<file path="config.mk">
export PLATFORM = sky130hd
export DESIGN_NAME = pipeline_hazard_controller
export DESIGN_NICKNAME = d
export VERILOG_FILES = /design/src/rtl/pipeline_hazard_controller.sv
export SDC_FILE = /design/constraint.sdc
export NUM_CORES = 1
export LEC_CHECK = 0
export BUFFER_PORTS_ARGS = -buffer_cell sky130_fd_sc_hd__buf_2
export CAP_MARGIN = 40
export CELL_PAD_IN_SITES_DETAIL_PLACEMENT = 2
export CELL_PAD_IN_SITES_GLOBAL_PLACEMENT = 2
export CORE_AREA = 4 4 83 54
export CTS_BUF_LIST = sky130_fd_sc_hd__clkbuf_16
export DETAILED_ROUTE_END_ITERATION = 12
export DIE_AREA = 0 0 87 58
export PLACE_DENSITY_LB_ADDON = 0.3
export SLEW_MARGIN = 0
export SYNTH_ARGS = -nofsm -noshare
export SYNTH_HDL_FRONTEND = slang
export SYNTH_SLANG_ARGS = --single-unit
</file>
<file path="constraint.sdc">
create_clock -name clock -period 1.6 [get_ports clock]
set_input_delay 0.16 -clock clock [delete_from_list [all_inputs] [get_ports clock]]
set_output_delay 0.16 -clock clock [all_outputs]
set_load 0.02 [all_outputs]
</file>
<file path="src/rtl/pipeline_hazard_controller.sv">
// Decode-stage issue controller for the no-forwarding 5-stage core: RAW stall/bubble via a
// destination scoreboard, plus a drain handshake. Define HAZARD_STATS_EN for stall/issue counters.
module pipeline_hazard_controller #(
  parameter int unsigned REG_ADDR_WIDTH = 5,
  parameter int unsigned PIPE_DEPTH     = 3
`ifdef HAZARD_STATS_EN
  , parameter int unsigned STAT_WIDTH   = 16
`endif
) (
  input  logic                      clock,
  input  logic                      reset,
  input  logic                      decode_valid,
  input  logic                      decode_writes,
  input  logic [REG_ADDR_WIDTH-1:0] decode_rs,
  input  logic                      decode_rs_used,
  input  logic [REG_ADDR_WIDTH-1:0] decode_rt,
  input  logic                      decode_rt_used,
  input  logic [REG_ADDR_WIDTH-1:0] decode_rd,
  input  logic                      drain_req,
  output logic                      stall,
  output logic                      issue,
  output logic                      bubble,
  output logic                      drain_ack,
  output logic                      busy
`ifdef HAZARD_STATS_EN
  , output logic [STAT_WIDTH-1:0]   stall_count
  , output logic [STAT_WIDTH-1:0]   issue_count
`endif
);

  typedef enum logic [1:0] {RUN, DRAIN, HALTED} state_t;

  state_t state_q, state_d;
  logic   drain_ack_q, drain_ack_d;
  logic   hazard_c;
  logic [PIPE_DEPTH-1:0]                     sb_valid_q, sb_valid_d;
  logic [PIPE_DEPTH-1:0][REG_ADDR_WIDTH-1:0] sb_addr_q, sb_addr_d;

  // Any in-flight write to a register decode reads; r0 is never a dependency.
  always_comb begin
    hazard_c = 1'b0;
    for (int unsigned i = 0; i < PIPE_DEPTH; i++) begin
      if (sb_valid_q[i] &&
          ((decode_rs_used && (decode_rs != '0) && (sb_addr_q[i] == decode_rs)) ||
           (decode_rt_used && (decode_rt != '0) && (sb_addr_q[i] == decode_rt))))
        hazard_c = 1'b1;
    end
    hazard_c = hazard_c && decode_valid;
  end

  assign busy      = |sb_valid_q;
  assign drain_ack = drain_ack_q;

  always_comb begin
    state_d = state_q;
    issue   = 1'b0;
    stall   = 1'b0;
    bubble  = 1'b1;
    if (!reset) begin
      case (state_q)
        RUN: begin
          issue  = decode_valid && !hazard_c;
          stall  = hazard_c;
          bubble = !issue;
          if (drain_req) state_d = DRAIN;
        end
        DRAIN: begin
          stall = decode_valid;
          if (!busy) state_d = HALTED;
        end
        HALTED: begin
          stall = decode_valid;
          if (!drain_req) state_d = RUN;
        end
        default: state_d = RUN;
      endcase
    end
    drain_ack_d = (state_d == HALTED);
  end

  // Downstream stages never stall, so the scoreboard shifts unconditionally.
  always_comb begin
    sb_valid_d[0] = issue && decode_writes && (decode_rd != '0);
    sb_addr_d[0]  = decode_rd;
    for (int unsigned i = 1; i < PIPE_DEPTH; i++) begin
      sb_valid_d[i] = sb_valid_q[i-1];
      sb_addr_d[i]  = sb_addr_q[i-1];
    end
  end

  always_ff @(posedge clock) begin
    if (reset) begin
      state_q     <= RUN;
      drain_ack_q <= 1'b0;
      sb_valid_q  <= '0;
      sb_addr_q   <= '0;
    end else begin
      state_q     <= state_d;
      drain_ack_q <= drain_ack_d;
      sb_valid_q  <= sb_valid_d;
      sb_addr_q   <= sb_addr_d;
    end
  end

`ifdef HAZARD_STATS_EN
  logic [STAT_WIDTH-1:0] stall_count_q, stall_count_d;
  logic [STAT_WIDTH-1:0] issue_count_q, issue_count_d;

  // Saturating event counters.
  always_comb begin
    stall_count_d = stall_count_q;
    issue_count_d = issue_count_q;
    if ((state_q == RUN) && stall && !(&stall_count_q))
      stall_count_d = stall_count_q + STAT_WIDTH'(1);
    if (issue && !(&issue_count_q))
      issue_count_d = issue_count_q + STAT_WIDTH'(1);
  end

  always_ff @(posedge clock) begin
    if (reset) begin
      stall_count_q <= '0;
      issue_count_q <= '0;
    end else begin
      stall_count_q <= stall_count_d;
      issue_count_q <= issue_count_d;
    end
  end

  assign stall_count = stall_count_q;
  assign issue_count = issue_count_q;
`endif

endmodule

</file>
# Yosys cells after proc, flatten, opt, wreduce, memory -nomap -nowiden
# Index checks and enable logic that the tools add are counted.
dict set report totals {
  register_bits 21
  out_inout_bits 5
}
dict set report classes {
  eq_ne 9
  n_mux 14
  n_reduce_logical 26
}
# op count
set ops {}
lappend ops {{5-bit == test} 6}
lappend ops {{1-bit logical AND} 15}
lappend ops {{5-bit nonzero test} 3}
lappend ops {{1-bit 2-to-1 mux} 8}
lappend ops {{2-bit 2-to-1 mux} 4}
lappend ops {{2-bit case mux with 3 select lines} 1}
lappend ops {{2-bit == test, second input constant} 2}
lappend ops {{1-bit logical OR} 3}
lappend ops {{3-bit OR reduction} 1}
lappend ops {{2-bit by 1-bit == test with 1-bit output, second input constant} 1}
lappend ops {{1-bit zero test} 2}
lappend ops {{2-bit zero test} 1}
lappend ops {{1-bit case mux with 2 select lines} 1}
lappend ops {{2-bit OR reduction} 1}

# Depth between registers and ports, before layout
# Gate-level depths: netlist of the first run.
dict set report logic_depth {
  depth_word 15
  depth_mapped 6
  ltp_nobuf 6
}

# Worst setup path before layout of the first run
# Ideal clock, no wire load.
dict set report synth_path {
  path_type {in2out}
  startpoint {in decode_rs[1]}
  endpoint {out issue}
  t_arrival_ps 1404
  required_ps 1440
  setup_slack_ps 36
  path_stages 4
  path_buffers 0
  cell_sequence {or4_1 -> o21ai_1 -> a31oi_1 -> nor3_1}
}
dict set report synth_between {
  elab_chain_len 13
  word_cells_on_any_way 22
  classes_between {eq/ne: 3; mux: 5; reduce/logical: 14}
}
# item line_no
set synth_lines {}
lappend synth_lines {{start: declaration} 14} ;# input logic [REG_ADDR_WIDTH-1:0] decode_rs,
lappend synth_lines {{5-bit nonzero test} 44} ;# ((decode_rs_used && (decode_rs != '0) && (sb_addr_q[i] == decode_rs)) ||
lappend synth_lines {{1-bit logical AND (2 in series)} 44}
lappend synth_lines {{1-bit logical OR} 44}
lappend synth_lines {{1-bit logical AND} 43} ;# if (sb_valid_q[i] &&
lappend synth_lines {{1-bit 2-to-1 mux (2 in series)} 43}
lappend synth_lines {{1-bit 2-to-1 mux (*)} 43}
lappend synth_lines {{1-bit logical AND (*)} 48} ;# hazard_c = hazard_c && decode_valid;
lappend synth_lines {{1-bit zero test (*)} 62} ;# issue = decode_valid && !hazard_c;
lappend synth_lines {{1-bit logical AND (*)} 62}
lappend synth_lines {{1-bit 2-to-1 mux (*)} 60} ;# case (state_q)
lappend synth_lines {{1-bit 2-to-1 mux (*)} 59} ;# if (!reset) begin
lappend synth_lines {{end: declaration} 21} ;# output logic issue,
# Mark *: on every way between the ends. The rest lies on a longest branch, timed or not.

# Worst setup path after layout of the first run
dict set report layout_path {
  startpoint {reg sb_addr_q[11] (netlist name)}
  endpoint {out stall}
}
dict set report layout_between {
  elab_chain_len 8
  word_cells_on_any_way 10
  classes_between {eq/ne: 2; mux: 3; reduce/logical: 5}
}
# item line_no
set layout_lines {}
lappend layout_lines {{start: declaration} 37} ;# logic [PIPE_DEPTH-1:0][REG_ADDR_WIDTH-1:0] sb_addr_q, sb_addr_d;
lappend layout_lines {{start signal: assignment} 101} ;# sb_addr_q <= sb_addr_d;
lappend layout_lines {{5-bit == test, on equally long branches} {44, 45}}
lappend layout_lines {{1-bit logical AND, on equally long branches} {44, 45}}
lappend layout_lines {{1-bit logical OR (*)} 44}
lappend layout_lines {{1-bit logical AND (*)} 43}
lappend layout_lines {{1-bit 2-to-1 mux (*)} 43}
lappend layout_lines {{1-bit logical AND (*)} 48}
lappend layout_lines {{1-bit case mux with 2 select lines (*)} 60}
lappend layout_lines {{1-bit 2-to-1 mux (*)} 59}
lappend layout_lines {{end: declaration} 20} ;# output logic stall,
# Marked as above.

==> results summary, run 1 <==
The distinct cell type count of the synthesized netlist is 27. The detailed router used layers up to and including met4. The worst supply voltage drop on vdd came out at 0.776 mV.

The startpoint type of the worst setup path is a flip-flop. The core outline area is about 0.0036 sq mm. The parity-gate share of the synthesized area counting xor and xnor cells came out at 0.238. The transition time at the pin with the least slew margin is around 0.30 ns. The level count of the clock H-tree came out at 1. Static timing analysis puts the maximum clock frequency at between 0.4 and 0.5 GHz. The max capacitance violation total came out at 0.

The via count of the routed design came out at between 1000 and 1500. The area share of fa/ha/maj cells after synthesis is 0.0452. The worst hold path terminates at sb_addr_d[5]. The count of final hold-check violations was 0.

Row generation in the floorplan step produced 17 rows. The maximum buffer depth of the clock tree came out at 2. In the final routed layout, each cell accounts on average for between 20 and 25 um. The part of the cycle the worst path needs is 1.30. After layout, the minimum clock period comes to about 2.1 ns. In this run the critical register-to-register path is captured at sb_valid_q[0]. The power per cell area is between 800 and 900 mW/mm^2.

The share of the core filled with cells in the final layout came out at 0.441. The first-pass GRT wire length came out at between 6000 and 7000 um. The worst slack after detailed placement is -0.254 ns. The critical path start-end classification is reg2out. Cell internal power was estimated by the tool at approximately 0.0010 W.

The net count after synthesis is between 100 and 150. On the worst path, the slowest cell contributes a delay of 0.33 ns. Of all cell types, the one taking the most synthesized area is sky130_fd_sc_hd__dfxtp_1. In this run the tool buffered the top-level ports with 26 buffer cells.

The area overhead of the layout relative to synthesis came out at 44.9%. Measured in cells, the most critical reg-to-reg path has a length of 7. The residual antenna-violating net count after detailed routing came out at 0.

The post-route met1 wirelength is ~2000 um. The worst hold path begins at decode_rd[0]. The class of the most critical hold timing path is in2reg. For this block, the initial DRC count from the detailed router was 35.

The detailed-router iteration count before antenna repair came out at 6. The area enclosed by the die boundary came out at just over 0.005 sq mm. CTS placed an instance of sky130_fd_sc_hd__clkbuf_16 at the clock tree root. The count of unresolved DRC violations after routing came out at 0. The cell area after synthesis came out at approximately 0.0011 sq mm.

The worst slew slack as a fraction of its limit is 0.797. The count of cells along the worst hold path is 2. For the final database, setup skew stands at approximately 0.0040 ns. The arrival time of data at the critical path endpoint is between 1.5 and 2 ns. At the end of the flow, the number of nets in the layout was slightly below 200. Setup repair after global routing could not meet its margin everywhere. The total wire length came out at ~4300 um.

The overflow left after global routing came out at 0. Of the total power, the clock network draws 0.381. Clock-pin slew was measured on the worst setup and hold paths at 0.06 ns. For this run, asynchronously set or reset flops after synthesis account for 0. The post-cts hold buffer count is 0. Yosys attributes the largest share of cell area to sky130_fd_sc_hd__dfxtp_1, sky130_fd_sc_hd__xor2_1, sky130_fd_sc_hd__nor2b_1, sky130_fd_sc_hd__xnor2_1, sky130_fd_sc_hd__ha_1. The sum of buffers and inverters on the critical path came out at 1. TritonCTS built the clock tree. The synthesis-stage register bit count is 21.

The detailed route wirelength on metal2 is 2050 um. After layout, the worst setup slack is -0.475 ns. The TritonCTS buffer count came out at 3.

The floorplan step set the die width to 87 um. The maximum number of pins on one net before global-route repair is 18. The required time at the worst-slack endpoint is between 1 and 1.5 ns. The count of inserted antenna diode cells came out at 0. The number of sinks driven by the clock tree is 21. The kind of cell with the highest combined delay along the critical path is simple AND/OR/NAND/NOR gates. The initial antenna violation count came out at 0. The flow ran to the end, but the final reports show violations. The reported net switching power is between 0.0004 and 0.0005 W. The share of the synthesized area in the top cell type came out at 0.380.

Hold is met by roughly 0.12 ns. The worst-case register-to-register setup slack came out at roughly 0.010 ns. Using the TritonRoute via totals, the vias-per-cell ratio works out to 5.00. STA classifies the critical path endpoint as an output pin.

The final weighted congestion in routability-driven placement is ~0.76. The initial core utilization came out at 0.304. The post-synthesis instance total came out at about 120.

The max-slew violation total from the final report is 0. The global-route usage over all layers came out at 0.185. Setup violations remaining at the end of the flow were counted as 3. The register share of total power is 0.405. The leakage power came out at between 0.7 and 0.8 nW. The sequential element share of the synthesized area is 0.380.

Traced cell by cell, the critical path runs through xor2_1 > nor4_2 > nand3_1 > a311oi_1 > a221o_1 > buf_6. The post-synthesis simple-gate area fraction came out at 0.242. The fraction of power spent switching nets is 0.283.

The combinational power share came out at 0.215. The setup TNS after final layout came out at -1.26 ns. Among all flip-flop cells after synthesis, the most frequent one is sky130_fd_sc_hd__dfxtp_1. During I/O placement, the number of pins put on the boundary was 27.

Summed over all nets, wire length on met3 after detailed routing comes to approximately 180 um. The number of warnings printed during yosys synthesis came out at 0. The HPWL after detailed placement came out at 3070 um. The fraction of layout instances using a drive strength above 1 came out at 0.407.

The top fanout value on the critical path is 2. The number of flops mapped to enable cells by yosys is 0. The portion of synthesized area spent on multiplexers is 0.0102. By area, the combinational part of the netlist is dominated by simple AND/OR/NAND/NOR gates. The die height is between 50 and 60 um. The final reports fail on negative setup slack. For this design, the slowest cell found on the critical path is sky130_fd_sc_hd__dfxtp_1. The number of global-route vias before repair is ~1200. The area fraction in compound gates after synthesis came out at 0.0679. The synthesized area per cell is ~9.4 sq um. The startpoint identified for the worst register-to-register timing path is sb_addr_q[14]. The insertion delay of the later-clocked pin in the worst-skew pair came out at 0.26 ns.
-- area by class of cell --
cell class | count | area (sq um)
clock inverter | 1 | 3.75
fill | 401 | 2030
clock buffer | 3 | 75.1
inverter | 4 | 15.0
multi-input combinational | 92 | 712
timing repair buffer | 46 | 305
sequential | 21 | 433
tap | 47 | 58.8
-- placed cells by master, fill, tap and decap left out, types with 2 or more instances in the layout --
cell	n
sky130_fd_sc_hd__dfxtp_1	11
sky130_fd_sc_hd__nor4_1	2
sky130_fd_sc_hd__nor4_2	4
sky130_fd_sc_hd__buf_6	2
sky130_fd_sc_hd__o21ai_0	2
sky130_fd_sc_hd__a31oi_2	2
sky130_fd_sc_hd__nand3_1	6
sky130_fd_sc_hd__xnor2_1	6
sky130_fd_sc_hd__or4_1	3
sky130_fd_sc_hd__inv_1	5
sky130_fd_sc_hd__dfxtp_2	10
sky130_fd_sc_hd__nor3_1	3
sky130_fd_sc_hd__nand2_1	2
sky130_fd_sc_hd__nor2b_1	18
sky130_fd_sc_hd__buf_4	19
sky130_fd_sc_hd__a21oi_1	2
sky130_fd_sc_hd__o21ai_1	2
sky130_fd_sc_hd__xor2_1	23
sky130_fd_sc_hd__and2_1	2
sky130_fd_sc_hd__buf_2	24
sky130_fd_sc_hd__ha_1	4
sky130_fd_sc_hd__clkbuf_16	3
-- synthesized netlist by cell type, drive strengths merged (3+ instances only) --
cell type,instances
nor4,6
dfxtp,21
nor3,3
xor2,24
o21ai,4
ha,4
nand3,6
xnor2,6
nor2b,18
or4,3
inv,4
-- metrics by stage --
step	area, sq um	instances	power [W]
detailed placement	1450	209	0.000867
CTS	1560	213	0.00145
finish	1600	214	0.00144
global placement	1450	209	0.000848
floorplan	1110	118	0.000719
global route	1600	214	0.00152
-- registers in the layout, summed over array words and instances (netlist names) --
register and count:
state_q 2, sb_valid_q 3, sb_addr_q 5, drain_ack 1
sb_addr_d 10
-- power by group through the flow --
stage               clock network [W]  registers, W  logic (W)
finish                       0.000548      0.000582   0.000309
global route                 0.000595      0.000585   0.000335
CTS                          0.000565      0.000578   0.000302
detailed placement                  0      0.000588   0.000279
global placement                    0      0.000585   0.000262
floorplan                           0      0.000583   0.000136
-- how the worst max path moves through the flow --
| stage | startpoint | to | cells past startpoint |
|---|---|---|---|
| 2_1_floorplan | decode_rs[1] | issue | 4 |
| 3_3_place_gp | decode_rt[1] | bubble | 7 |
| 3_5_place_dp | decode_rt[1] | bubble | 7 |
| 4_1_cts | sb_addr_q[13] | stall | 7 |
| 5_1_grt | sb_addr_d[6] | stall | 7 |
| 6_report | sb_addr_q[11] | stall | 6 |
-- worst reg2reg max path, delay by kind of cell, from the launching register on --
family	cells	cell delay [ns]
flip-flops	1	0.33
buffers and inverters	2	0.26
AND/OR/NAND/NOR	3	0.55
XOR/XNOR	1	0.14
AO/OA/AOI/OAI	1	0.20
-- metal layers --
metal | vias up | GRT usage
li1 | 503 | -
met1 | 527 | 0.227
met2 | 32 | 0.305
met3 | 9 | 0.0497
met4 | 0 | 0.0778
met5 | - | 0
-- what timing repair did --
item,4_1_cts,5_1_grt
resized for setup,10,11
buffers inserted,0,1
setup endpoints to repair,4,7
pin swaps,5,10
-- cell families (layout without fill, tap and decap cells) --
| logic type | count (synthesis) | count (layout) |
|---|---|---|
| AND/OR/NAND/NOR | 45 | 45 |
| XOR/XNOR | 30 | 30 |
| flip-flops | 21 | 21 |
| AO/OA/AOI/OAI | 12 | 12 |
| buffers and inverters | 5 | 54 |
| adder cells (fa/ha/maj) | 4 | 4 |
| multiplexers | 1 | 1 |
Power figures use the tool's default switching activity.
==> inputs of run 2 (changes only) <==
CORE_AREA = 4 4 80 52   (was 4 4 83 54)
DIE_AREA = 0 0 84 56   (was 0 0 87 58)
clock period = 2.4 ns   (was 1.6 ns; I/O delays follow)
==> results summary, run 2 (synthesis results as in run 1) <==
The flow ran to the end, and the final reports show no timing, DRC or antenna violations. The endpoint class of the critical path is an output pin. The via count of the routed design came out at 973 (-9.2%).

The startpoint type of the worst setup path is a flip-flop. The total setup buffers inserted after CTS is 0 (unchanged). The worst supply voltage drop on vdd came out at 0.250 mV (-68%). The initial core utilization came out at 0.317 (+0.0130). The number of cells traversed by the worst register-to-register path is 5 (-2). The worst slew slack as a fraction of its limit came out at 0.738 (-0.0582). The post-layout net count is 174 (-10%). The maximum buffer depth of the clock tree is 2 (unchanged). In this run the worst hold path is classified as in2reg. The share of the core filled with cells in the final layout came out at 0.396 (-0.0443). The total wire length is 3720 um (-14%). The number of sinks driven by the clock tree was 21 (unchanged). The core outline area is 0.00349 sq mm (-4.1%). The register share of total power is 0.432 (+0.027). The fraction of power spent switching nets is 0.267 (-0.0161).

The global-route met3 utilization came out at 0.0444 (-0.00534). The endpoint identified for the worst register-to-register timing path is sb_valid_q[0]. The number of global-route vias before repair came to 1103 (-11%). The level count of the clock H-tree came out at 1 (unchanged). The insertion delay of the later-clocked pin in the worst-skew pair is 0.26 ns (about the same).

The horizontal die dimension was 84 um (-3.4%). The count of input and output buffers came out at 26 (unchanged). The count of boundary I/O pins came to 27 (unchanged). The routed via count divided by cell count was 5.02 (+0.22%). The post-cts hold buffer count was 0 (unchanged). The met2 track utilization from global routing came out at 0.263 (-0.0421). The wire length per cell is 19.2 um (-5.2%). The worst-case register-to-register setup slack came out at 0.74 ns (+0.73 ns). The power per cell area came out at 648 mW/mm^2 (-28%).

The count of inserted antenna diode cells is 0 (unchanged). The HPWL after detailed placement came out at 2650 um (-14%). The TritonCTS buffer count is 3 (unchanged). The count of final hold-check violations is 0 (unchanged). The setup path with the least slack is of type reg2out. Clock tree synthesis selected as its root buffer the cell sky130_fd_sc_hd__clkbuf_16. In the finished design, the share of the clock period the worst path needs comes to 0.954. The combinational power share is 0.182 (-0.033).

The detailed-router iteration count before antenna repair came to 4 (-2). The arrival time of data at the critical path endpoint is 2.05 ns (+0.13 ns). The worst hold path begins at decode_rd[4]. The top fanout value on the critical path came out at 4 (+2). The area enclosed by the die boundary is 0.00470 sq mm (-6.8%). The end point of the worst hold path is sb_addr_d[9]. In the layout the commonest cells are sky130_fd_sc_hd__buf_2, sky130_fd_sc_hd__xor2_1, sky130_fd_sc_hd__dfxtp_1, sky130_fd_sc_hd__nor2b_1.

The maximum number of pins on one net before global-route repair is 20 (+2). The leakage power is 0.604 nW (-16%). The startpoint identified for the worst register-to-register timing path is sb_addr_d[6]. The number of flip-flops in the largest register came out at 10 (unchanged). The met1 global-route usage came out at 0.209 (-0.0183). The reported net switching power came out at 0.000239 W (-41%). The fraction of layout instances using a drive strength above 1 came out at 0.224 (-0.183).

The total of endpoints with negative setup slack in the final report is 0 (-3). The first-pass GRT wire length came out at 5820 um (-14%). The global-route usage over all layers is 0.160 (-0.0246). The layer carrying the most global-route usage is met2. The overflow left after global routing came to 0 (unchanged). The transition time at the pin with the least slew margin came to 0.389 ns (+0.0865 ns).

The startpoint of the most critical setup path is sb_addr_d[6]. The max-slew violation total from the final report is 0 (unchanged). The initial antenna violation count is 0 (unchanged). The row count was 17 (unchanged). The setup TNS after final layout came out at 0 ns (+1.26 ns). The die height is 56 um (-3.4%). The internal cell power came out at 0.000657 W (-36%). The timing-limited maximum frequency came out at 0.437 GHz. The residual antenna-violating net count after detailed routing came out at 0 (unchanged). The required time at the worst-slack endpoint is 2.16 ns (+0.72 ns). TritonCTS built the clock tree. The clock network power share was 0.386 (+0.005). The max capacitance violation total came out at 0 (unchanged).

The library cell used most frequently in the layout, excluding fill and tap cells, is sky130_fd_sc_hd__buf_2. The count of cells along the worst hold path is 2 (unchanged). The post-route clock skew is 0.00396 ns (-0.0000405 ns). The area overhead of the layout relative to synthesis came out at 25.0%. The clock-pin transition on the worst setup and hold timing paths came to 0.05 ns (about the same). The violation count after the first detailed-routing iteration is 62 (+77%). The minimum clock period after layout came out at 2.29 ns. The count of unresolved DRC violations after routing came out at 0 (unchanged). The final weighted congestion in routability-driven placement was 0.799 (+5.1%).
==> run 2: cell types whose count changed in the layout (fill, tap and decap cells not counted) <==
cell,change
sky130_fd_sc_hd__buf_2,+2
sky130_fd_sc_hd__nor4_1,+3
sky130_fd_sc_hd__xor2_2,-1
sky130_fd_sc_hd__dfxtp_2,-10
sky130_fd_sc_hd__dfxtp_1,+10
sky130_fd_sc_hd__a31oi_2,-1
sky130_fd_sc_hd__a31oi_1,+1
sky130_fd_sc_hd__xor2_1,+1
sky130_fd_sc_hd__nor4_2,-3
sky130_fd_sc_hd__buf_12,-1
sky130_fd_sc_hd__buf_6,-2
sky130_fd_sc_hd__buf_4,-19
==> run 2: power groups by stage <==
stage / registers, W / logic (W) / clock network (W)
final: 0.000387 / 0.000163 / 0.000346
after global routing: 0.000388 / 0.000181 / 0.000372
after CTS: 0.000386 / 0.000162 / 0.000357
after detailed placement: 0.000393 / 0.000153 / 0
after global placement: 0.000391 / 0.000146 / 0
after floorplan: 0.000389 / 0.0000904 / 0
==> run 2: metrics by stage <==
| step | power [W] | instances | hold WS, ns | worst slack [ns] | instance area (sq um) |
|---|---|---|---|---|---|
| global placement | 0.000538 | 190 | 0.468 | 0.417 | 1290 |
| CTS | 0.000905 | 194 | 0.212 | 0.000913 | 1370 |
| floorplan | 0.000479 | 118 | 0.312 | 0.676 | 1110 |
| finish | 0.000896 | 194 | 0.212 | 0.111 | 1380 |
| detailed placement | 0.000546 | 190 | 0.476 | 0.362 | 1290 |
| global route | 0.000941 | 194 | 0.226 | -0.00568 | 1380 |
==> run 2: routing by layer <==
layer / wire length, um / part of all wire / vias to the layer above
met3: 136 / 0.037 / 6
met1: 1750 / 0.47 / 481
met4: 65 / 0.017 / 0
met5: 0 / 0 / -
li1: - / - / 461
met2: 1770 / 0.47 / 25
==> run 2: final cells by class <==
type                            instances  area (sq um)
Fill cell                             401          2110
Multi-Input combinational cell         92           679
Sequential cell                        21           420
Timing Repair Buffer                   26           130
Clock buffer                            3          75.1
Tap cell                               47          58.8
Inverter                                4          15.0
Clock inverter                          1          3.75
==> run 2: how the worst max path moves through the flow <==
stage / to / slack, ns / cells past startpoint
floorplan: issue / 0.68 / 4
global placement: stall / 0.42 / 7
detailed placement: stall / 0.36 / 7
CTS: stall / 0.0009 / 6
global route: stall / -0.006 / 6
finish: stall / 0.11 / 6
==> run 2: repair_timing <==
action                                  in CTS  in global routing
hold endpoints to repair                     0                  0
resized for setup                            0                  2
endpoints found under the setup margin       0                  3
==> run 2: critical path, stage by stage, from the launching register on <==
cell and delay (ns):
sky130_fd_sc_hd__dfxtp_1 0.35, sky130_fd_sc_hd__xor2_1 0.19, sky130_fd_sc_hd__nor4_2 0.36, sky130_fd_sc_hd__nand3_1 0.19
sky130_fd_sc_hd__a31oi_2 0.33, sky130_fd_sc_hd__a221o_1 0.20, sky130_fd_sc_hd__buf_2 0.17
==> inputs of run 3 (changes only) <==
ABC_AREA = 1   (was not set)
BUFFER_PORTS_ARGS = -buffer_cell sky130_fd_sc_hd__buf_4   (was -buffer_cell sky130_fd_sc_hd__buf_2)
CORE_AREA = 4 4 86 56   (was 4 4 80 52)
DIE_AREA = 0 0 90 60   (was 0 0 84 56)
==> results summary, run 3 <==
The delay of the slowest critical-path stage came out at 0.41 ns (+0.05 ns). The leakage power is 0.775 nW (+28%). The combinational power share is 0.194 (+0.012). The required time at the worst-slack endpoint came out at 2.16 ns (about the same). The power per cell area is 593 mW/mm^2 (-8.5%). The total setup buffers inserted after CTS came out at 0 (unchanged). The die height is 60 um (+7.1%). The top fanout value on the critical path came out at 3 (-1).

The clock network power share is 0.390 (+0.004). In the synthesized netlist the dominant register cell turns out to be sky130_fd_sc_hd__dfxtp_1. The net count after synthesis is 200 (+39%). The timing-limited maximum frequency is 0.514 GHz (+18%). The maximum buffer depth of the clock tree is 2 (unchanged). The area of all sequential standard cells came to 420 sq um (unchanged). The count of input and output buffers came out at 26 (unchanged). The count of inserted antenna diode cells is 0 (unchanged). The worst supply voltage drop on vdd is 0.259 mV (+3.5%).

The post-layout net count is 229 (+32%). The clock-pin transition on the worst setup and hold timing paths came to 0.06 ns (about the same). The sum of buffers and inverters on the critical path is 1 (unchanged). The maximum number of pins on one net before global-route repair was 20 (unchanged). The run finished with clean final reports. The overall power is 0.000919 W (+2.5%).

The via count of the routed design is 1120 (+15%). The setup TNS after final layout is 0 ns (unchanged). The total of endpoints with negative setup slack in the final report was 0 (unchanged). The violation count after the first detailed-routing iteration came to 23 (-63%).

The internal cell power is 0.000668 W (+1.6%). The sequential element share of the synthesized area came out at 0.346 (-0.0344). The library cell used most frequently in the layout, excluding fill and tap cells, is sky130_fd_sc_hd__nor2_1.

The count of final hold-check violations is 0 (unchanged). The insertion delay of the later-clocked pin in the worst-skew pair came out at 0.25 ns (about the same). The count of unresolved DRC violations after routing came out at 0 (unchanged). The reported net switching power came out at 0.000251 W (+4.8%).

The level count of the clock H-tree was 1 (unchanged). The post-route clock skew came out at 0.00354 ns (-0.000424 ns). Counting instances in the post-synthesis netlist gives the leading cell types as sky130_fd_sc_hd__nor2_1, sky130_fd_sc_hd__inv_1, sky130_fd_sc_hd__nand2_1. The minimum clock period after layout is 1.95 ns (-0.342 ns). The number of sinks driven by the clock tree is 21 (unchanged). The first-pass GRT wire length was 6330 um (+8.7%). The horizontal die dimension was 90 um (+7.1%). The total area of multi-input combinational cells came to 668 sq um (-1.7%). The register share of total power came out at 0.416 (-0.016). The signal on the critical path passes through nand2_1 > nand2_1 > nand2_1 > nor2_1 > nand3_1 > nand2_1 > nand2_2 > nand3_2 > nand2_1 > a21oi_1 > buf_4. Setup repair after global routing left no endpoint under its margin. The area enclosed by the die boundary is 0.00540 sq mm (+15%). The initial antenna violation count was 0 (unchanged).

The overflow left after global routing is 0 (unchanged). The wire length per cell is 15.0 um (-22%). For this design, the slowest cell found on the critical path is sky130_fd_sc_hd__dfxtp_1. The number of warnings printed during yosys synthesis came to 0 (unchanged). The synthesis-stage register bit count was 21 (unchanged). The TritonCTS buffer count was 3 (unchanged).

The number of global-route vias before repair is 1251 (+13%). Ranked by total cell area, the synthesized netlist is headed by sky130_fd_sc_hd__dfxtp_1, sky130_fd_sc_hd__nor2_1, sky130_fd_sc_hd__xor2_1, sky130_fd_sc_hd__inv_1, sky130_fd_sc_hd__nand2_1. The row count came to 18 (+1). The total wire length is 3790 um (+1.9%).

The number of instances resized during post-cts repair is 0 (unchanged). The routed via count divided by cell count was 4.44 (-11%). STA classifies the critical path endpoint as an output pin. The detailed-router iteration count before antenna repair came out at 4 (unchanged). The synthesized area per cell came to 6.99 sq um (-25%). The core outline area is 0.00399 sq mm (+14%).

The max capacitance violation total is 0 (unchanged). The transition time at the pin with the least slew margin was 0.318 ns (-0.0712 ns). The part of the cycle the worst path needs was 0.811 (-0.143). Broken down by cell family, the worst path's largest delay share belongs to simple AND/OR/NAND/NOR gates. The number of fill cells came out at 493 (+23%). The critical path is of the reg2out type. The post-cts hold buffer count is 0 (unchanged). The area overhead of the layout relative to synthesis is 27.4%.

Yosys instantiated no cell more often than sky130_fd_sc_hd__nor2_1. Among the stages of the critical path, the cell type that occurs most often is sky130_fd_sc_hd__nand2_1. The arrival time of data at the critical path endpoint came to 1.71 ns (-0.34 ns). The worst slew slack as a fraction of its limit was 0.786 (+0.0479). The number of flops mapped to enable cells by yosys is 0 (unchanged). The residual antenna-violating net count after detailed routing came out at 0 (unchanged). The share of the synthesized area in the top cell type is 0.346 (-0.0344).

The post-synthesis instance total came to 174 (+47%). The worst setup path is launched from a flip-flop. The tightest min-delay check is of the in2reg type. The distinct cell type count of the synthesized netlist is 20 (-26%). The share of synthesized flip-flops with an asynchronous set or reset is 0 (unchanged). The fraction of power spent switching nets came to 0.273 (+0.00616). sky130_fd_sc_hd__dfxtp_1 takes more of the synthesized area than any other cell.

The initial core utilization was 0.305 (-0.0120). The root buffer cell chosen for the clock tree is sky130_fd_sc_hd__clkbuf_16. The global-route usage over all layers was 0.152 (-0.00828). The fraction of layout instances using a drive strength above 1 is 0.183 (-0.0413). The max-slew violation total from the final report came to 0 (unchanged). The worst-case register-to-register setup slack is 0.93 ns (+0.19 ns). The final weighted congestion in routability-driven placement is 0.859 (+7.6%).

The cell area after synthesis is 0.00122 sq mm (+10%). The HPWL after detailed placement is 3130 um (+18%). TritonCTS built the clock tree. The count of boundary I/O pins was 27 (unchanged). The number of flip-flops in the largest register was 10 (unchanged).

Leaving out fill and tap cells, the most frequent cells in the layout are sky130_fd_sc_hd__nor2_1, sky130_fd_sc_hd__inv_1, sky130_fd_sc_hd__nand2_1, sky130_fd_sc_hd__buf_4, sky130_fd_sc_hd__dfxtp_1.
## run 3: area by class of cell
| class | count | share of cell area |
|---|---|---|
| clock inverters | 1 | 0.00485 |
| multi-input cells | 119 | 0.431 |
| clock buffers | 3 | 0.0485 |
| flip-flops and latches | 21 | 0.271 |
| well taps | 50 | 0.0404 |
| inverters | 32 | 0.0775 |
| repair buffers | 26 | 0.126 |
## run 3: layer usage
| metal | vias to the layer above | global-route usage | part of all wire |
|---|---|---|---|
| li1 | 568 | - | - |
| met1 | 528 | 0.201 | 0.53 |
| met2 | 24 | 0.261 | 0.44 |
| met3 | 0 | 0.0327 | 0.030 |
| met4 | 0 | 0.0261 | 0 |
| met5 | - | 0 | 0 |
## run 3: cell families (layout without fill, tap and decap cells)
group | after synthesis | after routing | share of synthesized area
AOI/OAI and AO/OA | 8 | 8 | 0.0370
xor gates and xnor gates | 26 | 26 | 0.187
adders and majority gates | 4 | 4 | 0.0412
and+or+nand+nor | 81 | 81 | 0.284
buffers and inverters | 34 | 62 | 0.105
DFF | 21 | 21 | 0.346
## run 3: through the flow
| stage | instance area [sq um] | std cells | hold slack [ns] | util | setup WS (ns) |
|---|---|---|---|---|---|
| 6_report | 1550 | 252 | 0.192 | 0.389 | 0.453 |
| 5_1_grt | 1550 | 252 | 0.230 | 0.389 | 0.271 |
| 4_1_cts | 1550 | 252 | 0.191 | 0.389 | 0.408 |
| 3_5_place_dp | 1470 | 248 | 0.460 | 0.368 | 0.652 |
| 3_3_place_gp | 1470 | 248 | 0.442 | 0.368 | 0.701 |
| 2_1_floorplan | 1220 | 174 | 0.347 | - | 0.879 |
## run 3: final timing paths
kind         depth (start not counted)            end     startpoint
max                                 11          stall  sb_addr_q[10]
min                                  3   sb_addr_d[9]   decode_rd[4]
max reg2reg                          9      drain_ack     state_q[0]
min reg2reg                          2  sb_addr_d[13]   sb_addr_d[8]
## run 3: power groups by stage
stage | registers (W) | clock network [W] | logic, W
2_1_floorplan | 0.000386 | 0 | 0.0000997
3_3_place_gp | 0.000389 | 0 | 0.000169
3_5_place_dp | 0.000390 | 0 | 0.000178
4_1_cts | 0.000382 | 0.000372 | 0.000182
5_1_grt | 0.000384 | 0.000391 | 0.000200
6_report | 0.000382 | 0.000359 | 0.000178
## run 3: worst reg2reg max path: cells and delay by family, from the launching register on
kind	cells	cell delay, ns
flops	1	0.41
simple gates	3	0.34
compound gates	2	0.23
buf+inv	3	0.21
fa+ha+maj	1	0.20
